==> src/rtl/dac_sched_pkg.sv <==
// Shared definitions for the DAC sample scheduler: register map, CTRL bits,
// channel state encoding and the saturating counter helper.
package dac_sched_pkg;

    localparam logic [2:0] ADR_CTRL   = 3'd0;
    localparam logic [2:0] ADR_DIV    = 3'd1;
    localparam logic [2:0] ADR_UNDER0 = 3'd2;
    localparam logic [2:0] ADR_UNDER1 = 3'd3;
    localparam logic [2:0] ADR_LATE0  = 3'd4;
    localparam logic [2:0] ADR_LATE1  = 3'd5;
    localparam logic [2:0] ADR_STATUS = 3'd6;

    localparam int CTRL_RUN = 0;
    localparam int CTRL_EN0 = 1;
    localparam int CTRL_EN1 = 2;
    localparam int CTRL_CLR = 3;

    localparam int CNT_W = 16;

    typedef enum logic [1:0] {
        EMPTY  = 2'd0,
        LOADED = 2'd1,
        ISSUE  = 2'd2
    } chanState_t;

    function automatic logic [CNT_W-1:0] satInc(input logic [CNT_W-1:0] v);
        return (v == {CNT_W{1'b1}}) ? v : v + {{(CNT_W-1){1'b0}}, 1'b1};
    endfunction

endpackage

==> src/rtl/dac_sched_chan.sv <==
// One scheduler channel: holding register, issue register and the
// EMPTY/LOADED/ISSUE state machine; state is exported for STATUS and debug.
module dac_sched_chan
    import dac_sched_pkg::*;
#(
    parameter int DATA_WIDTH = 14
) (
    input  logic                  clk,
    input  logic                  reset,
    input  logic                  tickEn,
    input  logic                  snkValid,
    input  logic [DATA_WIDTH-1:0] snkData,
    output logic                  snkRdy,
    output logic                  srcValid,
    output logic [DATA_WIDTH-1:0] srcData,
    input  logic                  srcRdy,
    output logic                  underEv,
    output logic                  lateEv,
    output chanState_t            chState
);

    // Handshakes: a transfer happens on an edge where valid and ready are both
    // high; ready/valid driven here depend only on registered state, and
    // srcValid is never dropped before srcRdy has been seen.
    chanState_t            state, nextState;
    logic [DATA_WIDTH-1:0] holdReg;
    logic [DATA_WIDTH-1:0] srcDataReg;

    always_ff @(posedge clk or negedge reset) begin
        if (!reset) begin
            state      <= EMPTY;
            holdReg    <= '0;
            srcDataReg <= '0;
        end else begin
            state <= nextState;
            if (state == EMPTY && snkValid)
                holdReg <= snkData;
            if (state == LOADED && tickEn)
                srcDataReg <= holdReg;
        end
    end

    always_comb begin
        nextState = state;
        snkRdy    = 1'b0;
        srcValid  = 1'b0;
        underEv   = 1'b0;
        lateEv    = 1'b0;
        case (state)
            EMPTY: begin
                snkRdy  = 1'b1;
                underEv = tickEn;
                if (snkValid)
                    nextState = LOADED;
            end
            LOADED: begin
                if (tickEn)
                    nextState = ISSUE;
            end
            ISSUE: begin
                srcValid = 1'b1;
                lateEv   = tickEn;
                if (srcRdy)
                    nextState = EMPTY;
            end
            default: nextState = EMPTY;
        endcase
    end

    assign srcData = srcDataReg;
    assign chState = state;

endmodule

==> src/rtl/dac_sample_sched.sv <==
// Sample-rate scheduler feeding both drvAd56x3 channels on a programmable tick.
// DAC_SCHED_UNDERRUN_CNT_EN adds the UNDER0/1 and LATE0/1 event counters.
module dac_sample_sched
    import dac_sched_pkg::*;
#(
    parameter int          DATA_WIDTH  = 14,
    parameter logic [15:0] DEFAULT_DIV = 16'd999
) (
    input  logic                  clk,
    input  logic                  reset,
    input  logic [2:0]            avsAdr,
    input  logic                  avsWr,
    input  logic [15:0]           avsWrData,
    input  logic                  avsRd,
    output logic [15:0]           avsRdData,
    input  logic                  snkValid0,
    input  logic [DATA_WIDTH-1:0] snkData0,
    output logic                  snkRdy0,
    input  logic                  snkValid1,
    input  logic [DATA_WIDTH-1:0] snkData1,
    output logic                  snkRdy1,
    output logic                  srcValid0,
    output logic [DATA_WIDTH-1:0] srcData0,
    input  logic                  srcRdy0,
    output logic                  srcValid1,
    output logic [DATA_WIDTH-1:0] srcData1,
    input  logic                  srcRdy1,
    output logic                  sampleTick
);

    logic        ctrlRun, ctrlEn0, ctrlEn1;
    logic [15:0] divReg, divCnt;
    logic        tickReg;
    logic        stickyUnder, stickyLate;
    logic        wrCtrl, wrDiv, clrCnt;
    logic [1:0]  tickEn, underEv, lateEv;
    chanState_t  chState0, chState1;
    logic [15:0] rdMux;

    assign wrCtrl = avsWr && (avsAdr == ADR_CTRL);
    assign wrDiv  = avsWr && (avsAdr == ADR_DIV);
    assign clrCnt = wrCtrl && avsWrData[CTRL_CLR];

    always_ff @(posedge clk or negedge reset) begin
        if (!reset) begin
            ctrlRun <= 1'b0;
            ctrlEn0 <= 1'b0;
            ctrlEn1 <= 1'b0;
            divReg  <= DEFAULT_DIV;
        end else begin
            if (wrCtrl) begin
                ctrlRun <= avsWrData[CTRL_RUN];
                ctrlEn0 <= avsWrData[CTRL_EN0];
                ctrlEn1 <= avsWrData[CTRL_EN1];
            end
            if (wrDiv)
                divReg <= avsWrData;
        end
    end

    // A DIV write restarts the period so the new rate starts from a clean phase.
    always_ff @(posedge clk or negedge reset) begin
        if (!reset) begin
            divCnt  <= '0;
            tickReg <= 1'b0;
        end else if (wrDiv || !ctrlRun) begin
            divCnt  <= '0;
            tickReg <= 1'b0;
        end else if (divCnt == divReg) begin
            divCnt  <= '0;
            tickReg <= 1'b1;
        end else begin
            divCnt  <= divCnt + 16'd1;
            tickReg <= 1'b0;
        end
    end

    assign sampleTick = tickReg;
    assign tickEn[0]  = tickReg && ctrlRun && ctrlEn0;
    assign tickEn[1]  = tickReg && ctrlRun && ctrlEn1;

    dac_sched_chan #(.DATA_WIDTH(DATA_WIDTH)) uChan0 (
        .clk      (clk),
        .reset    (reset),
        .tickEn   (tickEn[0]),
        .snkValid (snkValid0),
        .snkData  (snkData0),
        .snkRdy   (snkRdy0),
        .srcValid (srcValid0),
        .srcData  (srcData0),
        .srcRdy   (srcRdy0),
        .underEv  (underEv[0]),
        .lateEv   (lateEv[0]),
        .chState  (chState0)
    );

    dac_sched_chan #(.DATA_WIDTH(DATA_WIDTH)) uChan1 (
        .clk      (clk),
        .reset    (reset),
        .tickEn   (tickEn[1]),
        .snkValid (snkValid1),
        .snkData  (snkData1),
        .snkRdy   (snkRdy1),
        .srcValid (srcValid1),
        .srcData  (srcData1),
        .srcRdy   (srcRdy1),
        .underEv  (underEv[1]),
        .lateEv   (lateEv[1]),
        .chState  (chState1)
    );

    always_ff @(posedge clk or negedge reset) begin
        if (!reset) begin
            stickyUnder <= 1'b0;
            stickyLate  <= 1'b0;
        end else if (clrCnt) begin
            stickyUnder <= 1'b0;
            stickyLate  <= 1'b0;
        end else begin
            stickyUnder <= stickyUnder | (|underEv);
            stickyLate  <= stickyLate | (|lateEv);
        end
    end

`ifdef DAC_SCHED_UNDERRUN_CNT_EN
    logic [1:0][CNT_W-1:0] underCnt, lateCnt;

    always_ff @(posedge clk or negedge reset) begin
        if (!reset) begin
            underCnt <= '0;
            lateCnt  <= '0;
        end else begin
            for (int i = 0; i < 2; i++) begin
                if (clrCnt)
                    underCnt[i] <= '0;
                else if (underEv[i])
                    underCnt[i] <= satInc(underCnt[i]);
                if (clrCnt)
                    lateCnt[i] <= '0;
                else if (lateEv[i])
                    lateCnt[i] <= satInc(lateCnt[i]);
            end
        end
    end
`endif

    always_comb begin
        rdMux = '0;
        case (avsAdr)
            ADR_CTRL:   rdMux = {13'd0, ctrlEn1, ctrlEn0, ctrlRun};
            ADR_DIV:    rdMux = divReg;
`ifdef DAC_SCHED_UNDERRUN_CNT_EN
            ADR_UNDER0: rdMux = underCnt[0];
            ADR_UNDER1: rdMux = underCnt[1];
            ADR_LATE0:  rdMux = lateCnt[0];
            ADR_LATE1:  rdMux = lateCnt[1];
`endif
            ADR_STATUS: rdMux = {10'd0, stickyLate, stickyUnder, 2'(chState1), 2'(chState0)};
            default:    rdMux = '0;
        endcase
    end

    always_ff @(posedge clk or negedge reset) begin
        if (!reset)
            avsRdData <= '0;
        else if (avsRd)
            avsRdData <= rdMux;
    end

endmodule

==> config.mk <==
export PLATFORM = sky130hd
export DESIGN_NAME = dac_sample_sched
export DESIGN_NICKNAME = d
export VERILOG_FILES = /design/src/rtl/dac_sched_pkg.sv /design/src/rtl/dac_sched_chan.sv /design/src/rtl/dac_sample_sched.sv
export SDC_FILE = /design/constraint.sdc
export NUM_CORES = 1
export LEC_CHECK = 0
export ABC_AREA = 1
export BUFFER_PORTS_ARGS = -buffer_cell sky130_fd_sc_hd__buf_2
export CAP_MARGIN = 20
export CORE_MARGIN = 2
export CORE_UTILIZATION = 35
export CTS_BUF_LIST = sky130_fd_sc_hd__clkbuf_4 sky130_fd_sc_hd__clkbuf_8
export CTS_CLUSTER_SIZE = 14
export DETAILED_ROUTE_END_ITERATION = 8
export GPL_ROUTABILITY_DRIVEN = 0
export SYNTH_ARGS = -nofsm -noshare
export SYNTH_HDL_FRONTEND = slang
export SYNTH_SLANG_ARGS = --single-unit
==> constraint.sdc <==
create_clock -name clk -period 1.8 [get_ports clk]
set_input_delay 0.09 -clock clk [delete_from_list [all_inputs] [get_ports clk]]
set_output_delay 0.09 -clock clk [all_outputs]
set_load 0.02 [all_outputs]
==> flow_summary.yaml, run 1 <==
die:
  die_h_um: 123
  start_util_pct: 35.8
  die-area_um2: 15100
  io_pins: 104
  coreArea_um2: 13800
  fp.dieW_um: 123
  num_rows: 43
layout:
  post-route-util_pct: 47.9
  drive_gt1_share_pct: 27.4
  n_fill_cell: 1313
  ff_latch_area_um2: 2860
  finalNonFillerCells: 896
  multi_input_area_um2: 1820
  num_antenna_cells: 0
  finalNetCount: 759
  synthToLayoutAreaGrowth_pct: 34.0
power_and_ir_drop:
  peakVddDrop_v: 0.000462
  swShare_pct: 25.5
  p_sw_uw: 1680
  clkPwrFrac_pct: 39.1
  combPwrFrac_pct: 13.1
  leakagePower_uw: 0.00344
  internal-power_uw: 4900
  p_seq_share_pct: 47.8
  power.density_nw_per_um2: 993
cts:
  root_buffer: "clkbuf_8"
  htree_levels: 4
  post_cts_buffers: 0
  cts.sinks: 114
  clk_pin_slew_ps: 70
  numCtsBuffers: 17
  clk_path_buf_depth: 2
  cts_tree: "built"
  clkLatencyLatePin_ps: 430
sta:
  fin_skew_ps: 11.8
  slew_headroom_pct: 66.0
  tns_ps: 0
  finalCritPeriodShare_pct: 82.2
  fin_crit_ps: 1480
  hold_violations: 0
  worst_pin_slew_ps: 507
  finalMaxSlewViolations: 0
  fmax_mhz: 676
  finalHoldWorstSlack_ps: 73.8
  setup_viol: 0
  rsz0062_at_grt: "no"
run:
  drv_cap: 0
routing:
  finalWirelength_um: 11500
  first_pass_iters: 4
  vias_per_cell: 4.53
  post-route-drc-count: 0
  routedWlPerCell_um: 12.8
  vias: 4058
  drt_iter0_markers: 176
  drtAntennaViolNets: 0
critical_path:
  critPathLaunchType: "flop"
  worstSetupEndpointType: "flop"
  cp.arrival_ps: 1830
  path_max_fanout: 5
  worstPathCellList: "ha_1, nand2_1, nor3_2, nand2_1, nand2_1, nand2_1, nor2_1"
  slowest_stage: "dfrtp_1"
  crit_type: "flop to flop"
  worstPathRequired_ps: 2150
  crit_top_cell: "nand2_1"
  slowest_delay_ps: 430
global_route:
  grt_start_max_net_pins: 46
  grt_usage_pct: 16.5
  antenna_found_initial: 0
  overflow: 0
  grt_pass1_vias: 4071
  grt_pass1_wl_um: 19100
yosys:
  synth_mux_area_share_pct: 6.60
  yosysSeqAreaShare_pct: 57.9
  ys_seq_elements: 114
  synthAdderAreaFrac_pct: 0.253
  synth_top_area_share_pct: 53.6
  synth_top_family_by_area: "simple AND/OR/NAND/NOR gates"
  synth_area_leaders: "dfrtp_1, nand2_1, mux2_2"
  yosys_warnings: 0
  synth_xor_area_share_pct: 1.59
  yosys.area.top_type: "dfrtp_1"
  syn_inst: 539
  synth_simple_gate_area_share_pct: 22.8
  syn_nets: 595
  syn_area_um2: 4950
  synth_compound_area_share_pct: 5.41
  synth_area_per_cell_um2: 9.18
  synth_cell_type_count: 30
status:
  status: "finished clean"
hold_path:
  hold_class: "input port to flop"
place:
  port_buffers: 103
  place_hpwl_um: 8190
  dp_cells: 816
==> critical path: cells and delay by family, from the launching register on <==
kind / cells / cell delay [ps]
fa+ha+maj: 1 / 210
flops: 1 / 430
simple gates: 6 / 780
==> logic make-up (layout without fill, tap and decap cells) <==
family	after synthesis	count (layout)
AOI/OAI and AO/OA	46	46
xor gates and xnor gates	9	9
adders and majority gates	1	1
buffers and inverters	65	242
DFF	114	114
muxes	29	29
and+or+nand+nor	275	275
==> cell type report <==
cell class | instances | area share (%)
inverters | 52 | 2.94
flip-flops and latches | 114 | 43.2
well taps | 180 | 3.40
clock inverters | 11 | 2.30
clock buffers | 21 | 4.36
multi-input cells | 360 | 27.4
repair buffers | 158 | 16.4
==> routing by layer <==
metal  vias to the layer above  GRT usage (%)  part of all wire [%]
li1                       2030              -                     -
met5                         -              0                     0
met4                         0           6.25                   1.2
met1                      1924           20.3                    44
met3                        12           4.57                   5.0
met2                        92           27.6                    50
==> cell usage in the layout (no fill, tap or decap), types with 5 or more instances in the layout <==
cell             n
a21oi_1         15
clkbuf_8        21
mux2_2          29
o31ai_1         11
buf_2          102
nand2_1        198
inv_1           49
nor2_1          49
dfstp_2          8
dfrtp_1        106
o21ai_0         16
nand3_1          6
clkinvlp_4       6
xor2_1           7
buf_4            5
dlygate4sd3_1   48
==> state kept, by name, indices dropped and copies added, names as in the netlist, 2 cells and up <==
| register | cells |
|---|---|
| avsRdData | 16 |
| divCnt | 16 |
| divReg | 16 |
| uChan0.chState | 2 |
| uChan0.holdReg | 14 |
| uChan0.srcData | 14 |
| uChan1.chState | 2 |
| uChan1.holdReg | 14 |
| uChan1.srcData | 14 |
==> worst paths after layout <==
| path | startpoint | slack [ps] | end | cells past startpoint |
|---|---|---|---|---|
| worst max-delay path | divCnt[0] | 320 | divCnt[12] | 7 |
| worst min-delay path | avsWr | 70 | ctrlEn1 | 3 |
| worst max register to register | divCnt[0] | 320 | divCnt[12] | 7 |
| worst min register to register | uChan0.holdReg[2] | 460 | uChan0.srcData[2] | 2 |
| max in group asynchronous | reset | 960 | divReg[0] | 3 |
| min in group asynchronous | reset | 170 | uChan1.holdReg[11] | 2 |
==> stage by stage <==
step           power, uW  setup WS [ps]  cell area [um2]
2_1_floorplan       3680            402             4950
6_report            6580            321             6630
3_3_place_gp        3930            392             5710
4_1_cts             6660            334             6630
3_5_place_dp        3980            346             5710
5_1_grt             6950            192             6630
==> cells in the mapped netlist <==
library cell,n
o21ai_0,16
o22ai_1,2
dfstp_2,8
nor3_2,3
buf_2,6
inv_2,2
xor2_1,7
nor3_1,4
nand2_2,4
mux2_2,29
nand2_4,1
o221ai_1,1
buf_4,1
xnor2_1,2
o31ai_1,11
inv_1,49
nand2_1,198
a21oi_1,15
ha_1,1
dfrtp_1,106
nand4_1,4
buf_6,2
nand3_2,1
clkbuf_1,4
nor2_2,3
a31o_2,1
nor2_1,49
nor3_4,2
nand3_1,6
clkinv_1,1
==> power by group through the flow <==
stage | registers, uW | logic, uW | clock network (uW)
4_1_cts | 3140 | 877 | 2640
6_report | 3140 | 862 | 2570
5_1_grt | 3190 | 974 | 2780
3_5_place_dp | 3190 | 794 | 0
3_3_place_gp | 3170 | 767 | 0
2_1_floorplan | 3170 | 512 | 0
==> repair_timing <==
action                                 4_1_cts  5_1_grt
hold buffers                                48        0
endpoints found under the hold margin       90        0
resized for setup                            0        0
No activity file was read; power rests on OpenSTA's default activity.
==> run 2, diff against run 1 <==
Clock period 1.8 ns to 1.5 ns, I/O delays scaled along.
==> run 2 against run 1 <==
Net effect:
- power rose by 31%
- setup slack got worse by 240 ps
- register-to-register slack got worse by 240 ps
- largest cell class unchanged
- sequential cell count did not move
- via count rose by 0.12%
- highest routed layer unchanged
==> flow_summary.yaml, run 2 (synthesized netlist as in run 1, its figures left out) <==
place:
  post-place-ws_ps: 47.2
  port_buffers: 103
  place_hpwl_um: 8190
critical_path:
  crit_type: "flop to flop"
  reg2reg_from: "divReg[8]"
  path_max_fanout: 8
  cp.arrival_ps: 1740
  cp-startpoint: "divReg[8]"
  critPathLaunchType: "flop"
  worstPathRequired_ps: 1820
  worstSetupEndpointType: "flop"
layout:
  post-route-util_pct: 49.1
  layout_common_cells: "nand2_1, dfrtp_1, buf_2"
  finalNetCount: 767
  synthToLayoutAreaGrowth_pct: 37.2
  num_antenna_cells: 0
  drive_gt1_share_pct: 29.1
  top_regs: "avsRdData (16), divCnt (16), divReg (16)"
  layout.cells.most_common: "nand2_1"
cts:
  cts.sinks: 114
  clk_path_buf_depth: 2
  htree_levels: 4
  clkLatencyLatePin_ps: 430
  numCtsBuffers: 17
  root_buffer: "clkbuf_8"
  clk_pin_slew_ps: 70
  cts_tree: "built"
global_route:
  grt_pass1_wl_um: 19100
  antenna_found_initial: 0
  grt_pass1_vias: 4032
  grt_start_max_net_pins: 59
  grt_usage_pct: 16.4
  overflow: 0
routing:
  finalWirelength_um: 11700
  drt_iter0_markers: 243
  post-route-drc-count: 0
  first_pass_iters: 6
  vias_per_cell: 4.49
  drtAntennaViolNets: 0
  vias: 4063
  routedWlPerCell_um: 12.9
sta:
  worst_pin_slew_ps: 460
  finalMaxSlewViolations: 0
  setup_ws_ps: 77.9
  fmax_mhz: 703
  fin_crit_ps: 1420
  slew_headroom_pct: 69.3
  rsz0062_at_grt: "yes"
  finalCritPeriodShare_pct: 94.8
  setup_viol: 0
  fin_skew_ps: 8.35
  hold_violations: 0
die:
  die-area_um2: 15100
  io_pins: 104
  num_rows: 43
  start_util_pct: 35.8
  coreArea_um2: 13800
  fp.dieW_um: 123
  die_h_um: 123
power_and_ir_drop:
  p_sw_uw: 1980
  leakagePower_uw: 0.00355
  p_seq_share_pct: 43.9
  peakVddDrop_v: 0.000472
  power.density_nw_per_um2: 1270
  swShare_pct: 23.1
  internal-power_uw: 6610
  combPwrFrac_pct: 12.6
  clkPwrFrac_pct: 43.5
status:
  status: "finished clean"
run:
  drv_cap: 0
hold_path:
  hold_class: "input port to flop"
  holdCritStartpoint: "avsAdr[0]"
## run 2: cell types whose count changed in the layout (fill, tap and decap cells not counted), sizes merged
| cell | change |
|---|---|
| buf | +6 |
| bufinv | +4 |
| clkbuf | +2 |
| clkinv | -1 |
| clkinvlp | -5 |
| dlygate4sd3 | +1 |
| nand2 | +1 |
## run 2: power by group through the flow
stage                     Combinational [uW]  Sequential [uW]  Clock, uW
after global routing                    1220             3830       3980
final                                   1080             3770       3740
after CTS                               1070             3770       3840
after global placement                   935             3790          0
after floorplan                          614             3800          0
after detailed placement                 963             3820          0
## run 2: metal layers
layer | wire [um] | vias up | track usage, %
met4 | 177 | 0 | 6.25
met2 | 5710 | 85 | 27.0
li1 | - | 2042 | -
met1 | 5250 | 1921 | 20.6
met5 | 0 | - | 0
met3 | 566 | 15 | 4.66
## run 2: area by class of cell
class / count / area [um2]
clock inverters: 9 / 223
inverters: 52 / 195
fillers: 1279 / 7040
flip-flops and latches: 114 / 2860
clock buffers: 23 / 304
multi-input cells: 361 / 1850
well taps: 180 / 225
repair buffers: 165 / 1130
## run 2: metrics by stage
step	hold slack (ps)	instance area [um2]	setup TNS [ps]	total power, uW	instances
5_1_grt	140	6790	-117	9030	904
3_3_place_gp	115	5720	0	4730	819
4_1_cts	77.6	6730	0	8670	900
6_report	119	6790	0	8590	904
2_1_floorplan	-221	4950	0	4410	539
3_5_place_dp	109	5720	0	4790	819
## run 2: timing repair
| item | CTS | global route |
|---|---|---|
| endpoints found under the hold margin | 170 | 0 |
| buffers inserted | 0 | 3 |
| resized for setup | 0 | 10 |
| endpoints found under the setup margin | 0 | 16 |
| hold buffers | 49 | 0 |
## run 2: worst paths after layout
kind / depth (start not counted) / endpoint / slack (ps)
worst max register to register: 9 / divCnt[11] / 80
max in group asynchronous: 3 / divReg[2] / 990
min in group asynchronous: 3 / uChan1.srcData[1] / 200
worst min-delay path: 5 / avsRdData[1] / 120
worst max-delay path: 9 / divCnt[11] / 80
worst min register to register: 2 / uChan0.srcData[6] / 470
## run 2: critical path, cell delays in order (launching register included)
cell	delay (ps)
dfstp_2	540
inv_1	60
nand2_1	50
nand2_1	50
nor2_1	100
nand2_1	70
nor2_2	100
nand2_2	120
nand2_4	150
nor2_1	50
